### src/rtl/challenge_auth_streamer.sv
// CHALLENGE request -> validate -> fetch slot digest -> stream CHALLENGE_AUTH
// response OUT_W bits per beat, MSB first.
`ifndef PROTOCOL_VERSION
`define PROTOCOL_VERSION 8'h01
`endif
`ifndef CHALLENGE_AUTH_CMD
`define CHALLENGE_AUTH_CMD 8'h03
`endif
`ifndef CERT_CHAINS_MASK
`define CERT_CHAINS_MASK 8'h01
`endif
`ifndef CAPABILITIES
`define CAPABILITIES 8'h01
`endif

module challenge_auth_streamer #(
  parameter int         MSG_W       = 256,
  parameter int         NUM_SLOTS   = 8,
  parameter logic [7:0] SLOT_MASK   = 8'h01,
  parameter int         HASH_W      = 256,
  parameter int         OUT_W       = 8,
  parameter int         TIMEOUT_CYC = 1024
) (
  input  logic              clk_i,
  input  logic              reset_L_i,
  input  logic              req_valid_i,
  output logic              req_ready_o,
  input  logic [MSG_W-1:0]  req_msg_i,
  output logic              dig_req_o,
  output logic [2:0]        dig_slot_o,
  output logic [MSG_W-33:0] dig_nonce_o,
  input  logic              dig_ack_i,
  input  logic [HASH_W-1:0] dig_data_i,
  output logic              rsp_valid_o,
  input  logic              rsp_ready_i,
  output logic [OUT_W-1:0]  rsp_data_o,
  output logic              rsp_last_o,
  output logic              err_valid_o,
  output logic [1:0]        err_code_o,
  output logic              busy_o
);
  localparam int RSP_W = 64 + HASH_W;
  localparam int BEATS = RSP_W / OUT_W;
  localparam int BW    = (BEATS > 1) ? $clog2(BEATS) : 1;
  localparam int CW    = $clog2(TIMEOUT_CYC);
  localparam logic [7:0]    SLOTS8 = 8'(NUM_SLOTS);
  localparam logic [BW-1:0] LAST_B = BW'(BEATS - 1);
  localparam logic [CW-1:0] LAST_C = CW'(TIMEOUT_CYC - 1);

  typedef enum logic [2:0] {S_IDLE, S_CHECK, S_DIGEST, S_SEND, S_ERROR} state_e;

  state_e            state_q, state_d;
  logic [7:0]        ver_q, ver_d, slot_q, slot_d;
  logic [MSG_W-33:0] nonce_q, nonce_d;
  logic [CW-1:0]     cnt_q, cnt_d;
  logic [BW-1:0]     beat_q, beat_d;
  logic [RSP_W-1:0]  rsp_q, rsp_d;
  logic [1:0]        err_code_q, err_code_d;
  logic              bad_req, bad_slot;

  always_ff @(posedge clk_i) begin
    if (!reset_L_i) begin
      state_q    <= S_IDLE;
      ver_q      <= '0;
      slot_q     <= '0;
      nonce_q    <= '0;
      cnt_q      <= '0;
      beat_q     <= '0;
      rsp_q      <= '0;
      err_code_q <= '0;
    end else begin
      state_q    <= state_d;
      ver_q      <= ver_d;
      slot_q     <= slot_d;
      nonce_q    <= nonce_d;
      cnt_q      <= cnt_d;
      beat_q     <= beat_d;
      rsp_q      <= rsp_d;
      err_code_q <= err_code_d;
    end
  end

  always_comb begin
    state_d    = state_q;
    ver_d      = ver_q;
    slot_d     = slot_q;
    nonce_d    = nonce_q;
    cnt_d      = cnt_q;
    beat_d     = beat_q;
    rsp_d      = rsp_q;
    err_code_d = err_code_q;
    bad_req    = (ver_q != `PROTOCOL_VERSION) || (nonce_q == '0);
    // range check first so the mask lookup only matters for in-range slots
    bad_slot   = (slot_q >= SLOTS8) || !SLOT_MASK[slot_q[2:0]];
    unique case (state_q)
      S_IDLE: if (req_valid_i) begin
        ver_d   = req_msg_i[31:24];
        slot_d  = req_msg_i[15:8];
        nonce_d = req_msg_i[MSG_W-1:32];
        state_d = S_CHECK;
      end
      S_CHECK: begin
        if (bad_req) begin
          err_code_d = 2'b01;
          state_d    = S_ERROR;
        end else if (bad_slot) begin
          err_code_d = 2'b10;
          state_d    = S_ERROR;
        end else begin
          cnt_d   = '0;
          state_d = S_DIGEST;
        end
      end
      S_DIGEST: begin
        // an ack on the final timeout cycle still wins
        if (dig_ack_i) begin
          rsp_d   = {`PROTOCOL_VERSION, `CHALLENGE_AUTH_CMD, slot_q, `CERT_CHAINS_MASK,
                     `PROTOCOL_VERSION, `PROTOCOL_VERSION, `CAPABILITIES, 8'h00, dig_data_i};
          beat_d  = '0;
          state_d = S_SEND;
        end else if (cnt_q == LAST_C) begin
          err_code_d = 2'b11;
          state_d    = S_ERROR;
        end else begin
          cnt_d = cnt_q + CW'(1);
        end
      end
      S_SEND: if (rsp_ready_i) begin
        rsp_d  = rsp_q << OUT_W;
        beat_d = beat_q + BW'(1);
        if (beat_q == LAST_B) state_d = S_IDLE;
      end
      S_ERROR: state_d = S_IDLE;
      default: state_d = S_IDLE;
    endcase
  end

  assign req_ready_o = (state_q == S_IDLE);
  assign busy_o      = (state_q != S_IDLE);
  assign dig_req_o   = (state_q == S_DIGEST);
  assign dig_slot_o  = dig_req_o ? slot_q[2:0] : 3'd0;
  assign dig_nonce_o = dig_req_o ? nonce_q : '0;
  assign rsp_valid_o = (state_q == S_SEND);
  assign rsp_data_o  = rsp_q[RSP_W-1 -: OUT_W];
  assign rsp_last_o  = rsp_valid_o && (beat_q == LAST_B);
  assign err_valid_o = (state_q == S_ERROR);
  assign err_code_o  = err_code_q;

endmodule

### config.mk
export PLATFORM = sky130hd
export DESIGN_NAME = challenge_auth_streamer
export DESIGN_NICKNAME = d
export VERILOG_FILES = /design/src/rtl/challenge_auth_streamer.sv
export SDC_FILE = /design/constraint.sdc
export NUM_CORES = 1
export LEC_CHECK = 0
export CAP_MARGIN = 20
export CORE_AREA = 2 2 294 296
export CTS_BUF_LIST = sky130_fd_sc_hd__clkbuf_4
export CTS_CLUSTER_DIAMETER = 200
export DETAILED_ROUTE_END_ITERATION = 7
export DIE_AREA = 0 0 296 298
export GPL_TIMING_DRIVEN = 0
export PLACE_DENSITY = 0.58
export RECOVER_POWER = 100
export SLEW_MARGIN = 25
export SYNTH_ARGS = -nofsm -noshare
export SYNTH_HDL_FRONTEND = slang
export SYNTH_SLANG_ARGS = --single-unit
### constraint.sdc
create_clock -name clk_i -period 2.7 [get_ports clk_i]
set_input_delay 0.81 -clock clk_i [delete_from_list [all_inputs] [get_ports clk_i]]
set_output_delay 0.81 -clock clk_i [all_outputs]
set_load 0.05 [all_outputs]
After elaboration in Yosys (flattened, before gate mapping)
Memories as Yosys holds them, arrays and structs flattened. A register that Yosys moved wholly into a read port is not among the register bits.
Cells that the tools add are included.
{"block": "op_classes", "addsub": 2, "eq_ne": 18, "n_mux": 29, "order_cmp": 2, "n_reduce_logical": 14}
{"operator": "320-bit 2-to-1 mux", "n": 2}
{"operator": "320-bit one-hot mux with 2 select lines", "n": 1}
{"operator": "224-bit zero test", "n": 1}
{"operator": "224-bit 2-to-1 mux", "n": 1}
{"operator": "10-bit 2-to-1 mux", "n": 4}
{"operator": "3-bit 2-to-1 mux", "n": 10}
{"operator": "10-bit one-hot mux with 2 select lines", "n": 1}
{"operator": "6-bit 2-to-1 mux", "n": 2}
{"operator": "3-bit one-hot mux with 4 select lines", "n": 1}
{"operator": "6-bit one-hot mux with 2 select lines", "n": 1}
{"operator": "10-bit by 1-bit adder with 10-bit output (second input constant)", "n": 1}
{"operator": "10-bit == test (second input constant)", "n": 1}
{"operator": "2-bit inequality test (second input constant)", "n": 5}
{"operator": "8-bit by 4-bit >= comparator with 1-bit output (second input constant)", "n": 1}
{"operator": "2-bit 2-to-1 mux", "n": 4}
{"operator": "2-bit by 1-bit inequality test with 1-bit output (second input constant)", "n": 4}
{"operator": "8-bit by 1-bit inequality test with 1-bit output (second input constant)", "n": 1}
{"operator": "4-bit AND reduction", "n": 2}
{"operator": "6-bit by 1-bit adder with 6-bit output (second input constant)", "n": 1}
{"operator": "3-bit by 2-bit == test with 1-bit output (second input constant)", "n": 2}
{"operator": "6-bit == test (second input constant)", "n": 1}
{"operator": "5-bit AND reduction", "n": 1}
{"operator": "3-bit by 4-bit < comparator with 1-bit output (second input constant)", "n": 1}
{"operator": "2-bit one-hot mux with 2 select lines", "n": 1}
{"operator": "other kinds (13)", "n": 15}
{"block": "totals", "inputBits": 517, "elab_cells": 74, "memories": 1, "mem_bits_ro": 8, "reg_bits": 581}
{"memory": "(name not given)", "depth": 8, "word_bits": 1, "read_ports": 1, "rd_clocked_by_memory_dff": 1, "write_ports": 0, "line_no": "94", "text": "bad_slot = (slot_q >= SLOTS8) || !SLOT_MASK[slot_q[2:0]];"}

Longest topological paths before layout
{"block": "depth", "depth_word": 7, "ltp_mapped": 10, "depth_no_buf": 7}

Worst setup path after synthesis
No wires, ideal clock.
{"block": "synth_timing", "path_kind": "flip-flop to output port", "start": "reg state_q[2]", "end": "out busy_o", "required_ns": 1.890, "slack_ns": -0.259, "t_arrival_ns": 2.149, "path_stages_with_launch": 3, "path_cell_list": "dfxtp_1 > nor3_1 > inv_1"}
{"block": "synth_via", "elab_chain_cells": 1}
{"element": "from (decl)", "line_no": "52", "text": "state_e state_q, state_d;"}
{"element": "from (signal assigned)", "line_no": "72", "text": "state_q <= state_d;"}
{"element": "3-bit nonzero test", "line_no": "139", "text": "assign busy_o = (state_q != S_IDLE);"}
{"element": "to (decl)", "line_no": "40", "text": "output logic busy_o"}
No other way between the ends.

Worst setup path after layout
{"block": "layout_timing", "start": "reg state_q[0]", "end": "out dig_nonce_o[141]"}
{"block": "layout_via", "elab_chain_cells": 2}
{"element": "3-bit by 2-bit == test with 1-bit output", "line_no": "140", "text": "assign dig_req_o = (state_q == S_DIGEST);"}
{"element": "224-bit 2-to-1 mux", "line_no": "142", "text": "assign dig_nonce_o = dig_req_o ? nonce_q : '0;"}
{"element": "to (decl)", "line_no": "31", "text": "output logic [MSG_W-33:0] dig_nonce_o,"}
No other way between the ends.

==> reports/results.ini <==
[outcome]
status = finished, violations left
failed_checks = negative setup slack

[worst_setup_path]
critPathBufInv = 5
slowest_delay_ns = 0.40
required_ns = 1.89
cp-end-kind = primary output
cp_max_fo = 10
critical_path_class = flip-flop to primary output
cpMostUsedCell = clkbuf_16
crit_chain = or3b_4, buf_12, clkinv_16, clkbuf_16, clkbuf_16, and2_4, buf_8
cp_top_family = buffers and inverters
crit_arrival_ns = 2.66
cp_slowest_cell = or3b_4
worst_setup_path_start_kind = flip-flop

[synth]
synth_area_leader_cell = dfxtp_1
syn_area_per_cell_sq_um = 8.18
synth-seq-cells = 582
synth_top_area_share_pct = 45.3
synth-seq-area-share_pct = 45.3
syn_inst = 3143
synth-main-ff-cell = dfxtp_1
async_reset_ff_share_pct = 0
synth_warnings = 0
synth_nets = 3662
yosys-top-cells-area = dfxtp_1, nand2_1, o211a_1
synth_cell_types = 43
netlist_area_sq_mm = 0.0257
synth-edff-count = 0

[global_route]
grt_pass1_wl_microns = 160000
grt_max_degree = 17
grt_pass1_vias = 25800
grt_overflow = 0
track_usage_pct = 24.2
antenna_found_initial = 32

[power]
pwr-share-clk_pct = 43.1
p_sw_uw = 5220
cellLeakagePower_uw = 0.0186
p_int_uw = 14300
p_per_area_mw_per_mm2 = 492
seq_power_share_pct = 46.4
power_switching_share_pct = 26.7
power_frac_comb_pct = 10.5
ir_worst_vdd_mv = 0.328

[cts]
cts_made_buffers = 166
cts.clk_slew.worst_paths_ns = 0.07
htreeDepth = 4
clkLatencyLatePin_ns = 0.99
clk_path_buf_depth = 3
cts_tree = built
hold_buffers = 0
cts_sinks = 582
clk_root_buffer_cell = clkbuf_4

[finish]
fin_util_pct = 46.8
multiInputGateArea_sq_mm = 0.0134
filler_cell_count = 8543
area_growth_syn_to_layout_pct = 54.4
post_layout_nonfiller_instances = 5380
fin_area_sq_mm = 0.0397
fin_nets = 4617
layout_common_cells = nand2_1, dfxtp_1, clkdlybuf4s50_1
ff_latch_area_sq_mm = 0.0117
layout-drive-gt1-share_pct = 22.0
layout_commonest_cell = nand2_1

[detailed_routing]
wire_per_inst_microns = 20.7
drt-initial-drc-count = 1513
drc = 0
routed_via_density = 4.85
finalWirelength_microns = 111000
first_pass_iters = 7
vias = 26100
drtAntennaViolNets = 0

[die]
dieArea_sq_mm = 0.0882
start_util_pct = 30.3
die_y_microns = 298
std_cell_rows = 107
die_w_microns = 296
pin_count = 760
design.core.area_sq_mm = 0.0849

[sta]
fin_crit_sh_pct = 128
finalMaxSlewViolations = 0
setup_ws_ns = -0.769
final_hold_viol_count = 0
fmax_mhz = 288
setup_viol = 435
period_minus_slack_ns = 3.47
worst_slew_pin_slew_ns = 0.952
rsz0062_at_grt = yes
relSlewSlack_pct = 36.0
finClkSkew_ns = 0.0531

[placement]
gp_congestion = 0.916
port_buffers = 742
dp.cells = 5029
place_area_sq_mm = 0.0347
hpwl_microns = 85300
dpl_worst_slack_ns = -1.59

[flow_run]
max_cap_viol_count = 0

[worst_hold_path]
hold_class = input port to flip-flop

## repair_timing
action | in CTS | in global routing
setup endpoints to repair | 494 | 260
buffers inserted | 14 | 16
endpoints found under the hold margin | 0 | 0
resized for setup | 2133 | 170
gates cloned | 16 | 5
pin swaps | 31 | 4
## cell type report
class,count,share of cell area [%]
Inverter,6,0.189
Antenna cell,22,0.139
Timing Repair Buffer,789,23.5
Clock buffer,246,4.65
Multi-Input combinational cell,2277,33.8
Timing Repair inverter,2,0.104
Clock inverter,38,0.674
Tap cell,1144,3.60
Buffer,274,4.03
Sequential cell,582,29.4
## flip-flops by register name, indices dropped and copies added (netlist names), named ones only
| signal | flops |
|---|---|
| slot_q | 8 |
| ver_q | 8 |
| cnt_q | 10 |
| rsp_q | 320 |
| nonce_q | 224 |
| beat_q | 6 |
| err_code_o | 2 |
| state_q | 3 |
## routing by layer
metal / track usage, % / share of wire, % / up-vias
li1: - / - / 12700
met1: 29.5 / 41 / 12400
met2: 40.7 / 49 / 792
met3: 6.38 / 7.0 / 194
met4: 8.61 / 2.7 / 26
met5: 0 / 0.17 / -
## power groups by stage
stage / combinational (uW) / sequential [uW] / clock, uW
after floorplan: 803 / 9170 / 0
after global placement: 2000 / 9250 / 0
after detailed placement: 2000 / 9250 / 0
after CTS: 2040 / 9070 / 8680
after global routing: 2220 / 9100 / 9130
final: 2050 / 9080 / 8430
## path summary, 6_finish.rpt
check	slack, ns	from	end	depth (start not counted)
hold reg to reg	0.46	ver_q[4]$_SDFFE_PN0P_	ver_q[4]$_SDFFE_PN0P_	2
setup reg to reg	-0.12	state_q[1]$_SDFFE_PN0P_	slot_q[3]$_SDFFE_PN0P_	7
setup / recovery	-0.77	state_q[0]$_SDFFE_PN0P_	dig_nonce_o[141]	7
hold / removal	0.30	reset_L_i	state_q[2]$_SDFFE_PN0P_	3
## worst min-delay path, delay by kind of cell
kind,cells,cell delay [ns]
AOI/OAI and AO/OA,1,0.04
buffers and inverters,1,0.25
and+or+nand+nor,1,0.15
## stage by stage
step / hold WS [ns] / total power (uW) / TNS [ns]
after CTS: 0.174 / 19800 / -191.91
after global routing: 0.227 / 20500 / -225.35
final: 0.304 / 19600 / -165.75
after detailed placement: 0.457 / 11200 / -381.18
after floorplan: 0.439 / 9970 / -1.41
after global placement: 0.451 / 11200 / -374.38
## cells by family after synthesis
kind of cell	synth area share, %
compound gates	19.7
xor+xnor	0.136
fa+ha+maj	0.0973
buf+inv	4.86
flops	45.3
mux	0.350
simple gates	29.5
## cells in the mapped netlist, types with 2 or more instances
cell type and count:
nor4_1 63, nand3b_1 2, o21ai_0 5, nand3_1 260, and2_1 229, o211a_1 257
nor3b_1 3, a31oi_1 4, dfxtp_1 582, o221a_2 7, nand2_1 1009, a22oi_1 58
a21boi_0 248, xor2_1 4, inv_1 3, nor3_1 5, a21oi_1 3, a21o_1 2
nor2_1 14, clkinv_1 2, mux2i_1 9, clkbuf_1 174, buf_1 4, buf_6 4
buf_4 13, nor2b_1 60, nand4_1 19, buf_2 83, or2_2 2, ha_1 2
Note: power is estimated with default switching activity, not from simulation.
